`config.mk`:
```
export PLATFORM = sky130hd
export DESIGN_NAME = pipeline_seq_controller_flat
export DESIGN_NICKNAME = d
export VERILOG_FILES = /design/src/rtl/pipeline_seq_controller_if.sv /design/src/rtl/pipeline_seq_controller.sv /design/src/flat_wrapper.sv
export SDC_FILE = /design/constraint.sdc
export NUM_CORES = 1
export LEC_CHECK = 0
export CAP_MARGIN = 20
export CELL_PAD_IN_SITES_DETAIL_PLACEMENT = 0
export CELL_PAD_IN_SITES_GLOBAL_PLACEMENT = 1
export CORE_AREA = 2 2 94 96
export DETAILED_ROUTE_END_ITERATION = 12
export DIE_AREA = 0 0 96 98
export PLACE_DENSITY_LB_ADDON = 0.1
export SLEW_MARGIN = 30
export SYNTH_ARGS = -nofsm -noshare
export SYNTH_HDL_FRONTEND = slang
export SYNTH_SLANG_ARGS = --single-unit
```
`constraint.sdc`:
```
create_clock -name clk -period 3.45 [get_ports clk]
set_input_delay 0.5175 -clock clk [delete_from_list [all_inputs] [get_ports clk]]
set_output_delay 0.5175 -clock clk [all_outputs]
set_load 0.02 [all_outputs]
```
`src/rtl/pipeline_seq_controller_if.sv`:
```
// Handshake bundle for pipeline_seq_controller.
//   Inputs to the controller: valid_in, n_bursts, stall, tx_finish, clear_err.
//   Outputs from the controller: en_stage, trigger, start_tx, done, busy,
//   error_timeout, burst_idx.
// master = the environment driving the sequencer; slave = the sequencer itself.
interface pipeline_seq_controller_if #(
  parameter int unsigned N_STAGES = 5,
  parameter int unsigned BURST_W  = 8
);
  logic                valid_in;
  logic [BURST_W-1:0]  n_bursts;
  logic                stall;
  logic                tx_finish;
  logic                clear_err;
  logic [N_STAGES-1:0] en_stage;
  logic                trigger;
  logic                start_tx;
  logic                done;
  logic                busy;
  logic                error_timeout;
  logic [BURST_W-1:0]  burst_idx;

  modport master (
    output valid_in, n_bursts, stall, tx_finish, clear_err,
    input  en_stage, trigger, start_tx, done, busy, error_timeout, burst_idx
  );

  modport slave (
    input  valid_in, n_bursts, stall, tx_finish, clear_err,
    output en_stage, trigger, start_tx, done, busy, error_timeout, burst_idx
  );
endinterface

```
`src/rtl/pipeline_seq_controller.sv`:
```
// pipeline_seq_controller: sequencer for the encode/bus/decode test pipeline.
// Fills N_STAGES thermometer enable stages one PHASE_LEN-cycle phase at a time,
// raises a trigger window during the first phase of the first burst, hands off
// to the TX path and repeats for the requested number of bursts. A TX path that
// never finishes parks the sequencer in ERROR until clear_err.
// Ports:
//   clk    - clock, rising edge
//   rst_n  - synchronous active-low reset (aborts any operation)
//   sif    - slave side of pipeline_seq_controller_if:
//            valid_in/n_bursts start request, stall freezes the fill,
//            tx_finish ends TX_WAIT, clear_err leaves ERROR;
//            en_stage/trigger/start_tx/done/busy/error_timeout/burst_idx status.
module pipeline_seq_controller #(
  parameter int unsigned N_STAGES     = 5,
  parameter int unsigned PHASE_LEN    = 2048,
  parameter int unsigned TRIG_LO      = 1,
  parameter int unsigned TRIG_HI      = 3,
  parameter int unsigned BURST_W      = 8,
  parameter int unsigned TX_TIMEOUT   = 4096,
  parameter bit          RESTART_FILL = 1'b1
) (
  input logic                      clk,
  input logic                      rst_n,
  pipeline_seq_controller_if.slave sif
);

  localparam int unsigned CNT_W = $clog2(PHASE_LEN);
  localparam int unsigned TMO_W = $clog2(TX_TIMEOUT);
  localparam int unsigned STG_W = (N_STAGES > 1) ? $clog2(N_STAGES) : 1;

  localparam logic [CNT_W-1:0] LAST_CNT   = CNT_W'(PHASE_LEN - 1);
  localparam logic [CNT_W-1:0] TRIG_LO_C  = CNT_W'(TRIG_LO);
  localparam logic [CNT_W-1:0] TRIG_HI_C  = CNT_W'(TRIG_HI);
  localparam logic [TMO_W-1:0] LAST_TMO   = TMO_W'(TX_TIMEOUT - 1);
  localparam logic [STG_W-1:0] LAST_STAGE = STG_W'(N_STAGES - 1);

  typedef enum logic [1:0] {
    S_IDLE,
    S_FILL,
    S_TX_WAIT,
    S_ERROR
  } state_t;

  state_t             state_q, state_d;
  logic [CNT_W-1:0]   cnt_q, cnt_d;
  logic [STG_W-1:0]   stage_q, stage_d;
  logic [TMO_W-1:0]   tmo_q, tmo_d;
  logic [BURST_W-1:0] burst_q, burst_d;
  logic [BURST_W-1:0] nb_q, nb_d;
  logic               start_tx_q, start_tx_d;
  logic               done_q, done_d;
  logic [N_STAGES-1:0] en_stage;

  always_ff @(posedge clk) begin
    if (!rst_n) begin
      state_q    <= S_IDLE;
      cnt_q      <= '0;
      stage_q    <= '0;
      tmo_q      <= '0;
      burst_q    <= '0;
      nb_q       <= '0;
      start_tx_q <= 1'b0;
      done_q     <= 1'b0;
    end else begin
      state_q    <= state_d;
      cnt_q      <= cnt_d;
      stage_q    <= stage_d;
      tmo_q      <= tmo_d;
      burst_q    <= burst_d;
      nb_q       <= nb_d;
      start_tx_q <= start_tx_d;
      done_q     <= done_d;
    end
  end

  always_comb begin
    state_d    = state_q;
    cnt_d      = cnt_q;
    stage_d    = stage_q;
    tmo_d      = tmo_q;
    burst_d    = burst_q;
    nb_d       = nb_q;
    start_tx_d = 1'b0;
    done_d     = 1'b0;
    unique case (state_q)
      S_IDLE: begin
        if (sif.valid_in) begin
          state_d = S_FILL;
          nb_d    = (sif.n_bursts == '0) ? BURST_W'(1) : sif.n_bursts;
          cnt_d   = '0;
          stage_d = '0;
          burst_d = '0;
        end
      end
      S_FILL: begin
        if (!sif.stall) begin
          if (cnt_q == LAST_CNT) begin
            if (stage_q < LAST_STAGE) begin
              stage_d = stage_q + STG_W'(1);
              cnt_d   = '0;
            end else begin
              state_d    = S_TX_WAIT;
              tmo_d      = '0;
              start_tx_d = 1'b1;
            end
          end else begin
            cnt_d = cnt_q + CNT_W'(1);
          end
        end
      end
      S_TX_WAIT: begin
        // tx_finish takes priority over the timeout on the same cycle.
        if (sif.tx_finish) begin
          if (burst_q == nb_q - BURST_W'(1)) begin
            state_d = S_IDLE;
            done_d  = 1'b1;
          end else begin
            state_d = S_FILL;
            burst_d = burst_q + BURST_W'(1);
            cnt_d   = '0;
            stage_d = RESTART_FILL ? '0 : LAST_STAGE;
          end
        end else if (tmo_q == LAST_TMO) begin
          state_d = S_ERROR;
        end else begin
          tmo_d = tmo_q + TMO_W'(1);
        end
      end
      S_ERROR: begin
        if (sif.clear_err) state_d = S_IDLE;
      end
      default: state_d = S_IDLE;
    endcase
  end

  // Thermometer: stages 0..stage_q enabled, all gated off while stalled.
  always_comb begin
    en_stage = '0;
    if (state_q == S_FILL && !sif.stall) begin
      for (int unsigned i = 0; i < N_STAGES; i++) begin
        en_stage[i] = (i <= 32'(stage_q));
      end
    end
  end

  assign sif.en_stage      = en_stage;
  assign sif.trigger       = (state_q == S_FILL) && !sif.stall && (stage_q == '0) &&
                             (burst_q == '0) && (cnt_q >= TRIG_LO_C) && (cnt_q <= TRIG_HI_C);
  assign sif.start_tx      = start_tx_q;
  assign sif.done          = done_q;
  assign sif.busy          = (state_q != S_IDLE);
  assign sif.error_timeout = (state_q == S_ERROR);
  assign sif.burst_idx     = burst_q;

endmodule

```
`src/flat_wrapper.sv`:
```
// flat-port wrapper written by rule: the top's interface ports become plain ports
module pipeline_seq_controller_flat 
#(
  parameter int unsigned N_STAGES     = 5,
  parameter int unsigned PHASE_LEN    = 2048,
  parameter int unsigned TRIG_LO      = 1,
  parameter int unsigned TRIG_HI      = 3,
  parameter int unsigned BURST_W      = 8,
  parameter int unsigned TX_TIMEOUT   = 4096,
  parameter bit          RESTART_FILL = 1'b1
)
  (clk, rst_n, sif_valid_in, sif_n_bursts, sif_stall, sif_tx_finish, sif_clear_err, sif_en_stage, sif_trigger, sif_start_tx, sif_done, sif_busy, sif_error_timeout, sif_burst_idx);
  pipeline_seq_controller_if #(.N_STAGES(N_STAGES), .BURST_W(BURST_W)) sif_i ();
  input logic clk;
  input logic rst_n;
  input wire logic [$bits(sif_i.valid_in)-1:0] sif_valid_in;
  input wire logic [$bits(sif_i.n_bursts)-1:0] sif_n_bursts;
  input wire logic [$bits(sif_i.stall)-1:0] sif_stall;
  input wire logic [$bits(sif_i.tx_finish)-1:0] sif_tx_finish;
  input wire logic [$bits(sif_i.clear_err)-1:0] sif_clear_err;
  output wire logic [$bits(sif_i.en_stage)-1:0] sif_en_stage;
  output wire logic [$bits(sif_i.trigger)-1:0] sif_trigger;
  output wire logic [$bits(sif_i.start_tx)-1:0] sif_start_tx;
  output wire logic [$bits(sif_i.done)-1:0] sif_done;
  output wire logic [$bits(sif_i.busy)-1:0] sif_busy;
  output wire logic [$bits(sif_i.error_timeout)-1:0] sif_error_timeout;
  output wire logic [$bits(sif_i.burst_idx)-1:0] sif_burst_idx;
  assign sif_i.valid_in = sif_valid_in;
  assign sif_i.n_bursts = sif_n_bursts;
  assign sif_i.stall = sif_stall;
  assign sif_i.tx_finish = sif_tx_finish;
  assign sif_i.clear_err = sif_clear_err;
  assign sif_en_stage = sif_i.en_stage;
  assign sif_trigger = sif_i.trigger;
  assign sif_start_tx = sif_i.start_tx;
  assign sif_done = sif_i.done;
  assign sif_busy = sif_i.busy;
  assign sif_error_timeout = sif_i.error_timeout;
  assign sif_burst_idx = sif_i.burst_idx;
  pipeline_seq_controller #(.N_STAGES(N_STAGES), .PHASE_LEN(PHASE_LEN), .TRIG_LO(TRIG_LO), .TRIG_HI(TRIG_HI), .BURST_W(BURST_W), .TX_TIMEOUT(TX_TIMEOUT), .RESTART_FILL(RESTART_FILL)) u_core (.clk(clk), .rst_n(rst_n), .sif(sif_i));
endmodule
```
==> reports/results.ini <==
[synth]
synthFlopType=dfxtp_1
syn_area_per_cell_um2=8.47
async_reset_ff_frac=0
syn_inst=337
synthTopCellsByArea=dfxtp_1, nand2_1, xnor2_1
ys_ff_latch=46
syn-num-nets=360
synth.cell_area_um2=2850
synth_edf_count=0
synth.yosys.warnings=0
yosysTopAreaCellShare=0.323
synth_top_area_cell=dfxtp_1
yosysSeqAreaShare=0.323
ys_types=60

[power]
swShare=0.241
combPwrFrac=0.124
pwr-share-clk=0.414
powerDensity_nw_per_um2=362
ir_worst_vdd_mv=0.176
switchingPower_uw=291
pwr-share-seq=0.463
p_int_uw=915
leakage_uw=0.00114

[route]
drt_iter0_drc=60
drt-wirelength-per-cell_um=14.9
avgViaCountPerCell=5.20
ant_nets=0
routed_wl_um=6980
drc=0
dr.pass1.iters=4
vias=2445

[timing]
worstMarginPinSlew_ns=0.702
setup_viol=0
max_freq_ghz=0.347
setup_tns_ns=0
timing.final.ws_setup_ns=0.564
relSlewSlack=0.530
fin_crit_ns=2.89
hold_viol_final=0
fin_crit_sh=0.837
slew_viol_final=0
rsz0062_at_grt=no
skew_ns=0.00613

[placed_design]
dpl-instance-area_um2=3180
place_inst=462
dp_hpwl_um=5130
place_ws_ns=0.596
io_buffers=31
gp_congestion=0.780

[floorplan]
core-area_um2=8470
io_pins=32
initial_utilization=0.337
die_x_um=96
die_area_um2=9410
num_rows=34
die_h_um=98

[flow_run]
drv_cap=0

[cts]
numCtsBuffers=5
cts_resized=0
hold_buffers=0
h-tree-depth=2
clk_latency_ns=0.30
cts-root-buf=clkbuf_8
clockBufferDepth=2
cts_setup_buffers=0
cts.clk_slew.worst_paths_ns=0.09
clock_sinks=46
cts_tree=done

[global_route]
grt_first_pass_wirelength_um=11700
grt_max_degree=18
gr-usage-all-layers=0.157
grt_pass1_vias=2420
antenna_found_initial=0
overflow=0

[final_layout]
post-route-util=0.393
fill_cells=896
antenna_cells=0
nNetsFinal=384
syn_to_final_growth_pct=16.6
stdcell_count=470
finalInstanceArea_um2=3330
drive_gt1_frac=0.0912

[critical_path]
cp-end-kind=flip-flop
worstReg2RegStart=u_core.nb_q[0]
r2r_setup_slack_ns=0.56
r2r_cells=9
rr_endpoint=u_core.stage_q[0]
cp_data_required_time_ns=3.64
worstPathArrival_ns=3.08
cp-start-kind=flip-flop
worstPathMaxFanout=11
critical_path_class=reg -> reg

[hold_path]
min-delay-start=u_core.nb_q[1]
hold_depth=2
min_to=u_core.nb_q[1]
hold_path_class=reg -> reg

[status]
status=complete, no violations

[power groups by stage]
| stage | logic, µW | registers (µW) | clock network [µW] |
|---|---|---|---|
| floorplan | 117 | 564 | 0 |
| detailed placement | 150 | 570 | 0 |
| finish | 149 | 557 | 499 |
| global placement | 151 | 570 | 0 |
| CTS | 151 | 558 | 521 |
| global route | 166 | 560 | 541 |
[cell usage after synthesis (2+ instances only)]
library cell  count
nand4b_1          4
a211oi_1          7
a31oi_1           4
or3_1             2
inv_1            15
nand4_1          13
nor2b_1           2
a21oi_2           3
and4_1            3
a21oi_1          11
nand2_1          38
buf_6             5
mux2i_1           2
nor4_1            6
nand2b_1          2
ha_1              9
o211ai_1          2
and3_1            4
or4_4             2
a21boi_1          2
xnor2_1          16
nor3_1           10
nor2_1           34
buf_4             4
a21boi_0          9
dfxtp_1          46
clkbuf_1          5
and2_1            7
xor2_1           11
o41ai_1           3
o21a_1            4
o21ai_0           8
nand3_1          12
nor4_4            2
nand3b_1          5
[worst max-delay path, stage by stage, from the launching register on]
cell      delay [ns]
dfxtp_1         0.36
inv_1           0.07
ha_1            0.29
and2_1          0.18
or3b_1          0.34
a21boi_1        0.15
a211o_1         0.39
nand3_1         0.44
and4_2          0.39
o21a_1          0.17
[cells by family after synthesis]
group | count (synthesis) | synth area share
buffers and inverters | 31 | 0.0653
AND/OR/NAND/NOR | 158 | 0.312
XOR/XNOR | 27 | 0.0829
AO/OA/AOI/OAI | 64 | 0.171
multiplexers | 2 | 0.00702
adder cells (fa/ha/maj) | 9 | 0.0395
flip-flops | 46 | 0.323
[worst max-delay path by stage]
stage | startpoint | end | slack (ns) | cells after the start
after global routing | u_core.nb_q[0] | u_core.stage_q[0] | 0.37 | 9
after floorplan | u_core.nb_q[0] | u_core.stage_q[1] | 1.23 | 12
final | u_core.nb_q[0] | u_core.stage_q[0] | 0.56 | 9
after CTS | u_core.nb_q[0] | u_core.stage_q[0] | 0.59 | 9
after global placement | u_core.nb_q[0] | u_core.stage_q[0] | 0.70 | 9
after detailed placement | u_core.nb_q[0] | u_core.stage_q[0] | 0.60 | 9
[metrics by stage]
step,power [µW],hold WS [ns]
after floorplan,681,0.459
after global placement,721,0.491
after detailed placement,721,0.498
after CTS,1230,0.511
after global routing,1270,0.547
final,1210,0.510
[layout by cell type, fill, tap and decap left out, drive strengths merged, types with 2 or more instances in the layout]
cell type and count:
o211ai 2, a31oi 4, a2111oi 2, dfxtp 46
and2 9, nand3 12, nand4b 4, nor3 10
o41ai 3, and4 5, clkbuf 6, or4 2
nand2 38, ha 9, or3 2, xnor2 16
bufinv 2, mux2i 2, nand2b 3, nand3b 5
o31ai 2, clkdlybuf4s50 31, a21oi 14, nor4 8
o21a 4, nor2 35, a21boi 11, a211oi 7
nand4 13, buf 2, xor2 11, inv 15
and3 6, o21ai 9, nor2b 3
[registers in the layout, summed over array words and instances, names as in the netlist]
name and count:
u_core.tmo_q 12, u_core.nb_q 8, u_core.state_q 2, u_core.sif.done 1, u_core.cnt_q 11, u_core.stage_q 3, u_core.sif.start_tx 1, u_core.sif.burst_idx 8
[cell type report]
class	instances	area [µm²]	area share
clock buffer	6	82.6	0.0248
clock inverter	2	60.1	0.0181
inverter	15	56.3	0.0169
multi-input combinational	260	1750	0.525
sequential	46	921	0.277
tap	108	135	0.0406
timing repair buffer	33	325	0.0978
[routing by layer]
metal	wire length, µm	global-route usage	part of all wire
met5	0	0	0
met4	76	0.0440	0.011
met3	171	0.0316	0.024
met2	3210	0.246	0.46
met1	3520	0.219	0.50
Power figures use the tool's default switching activity.
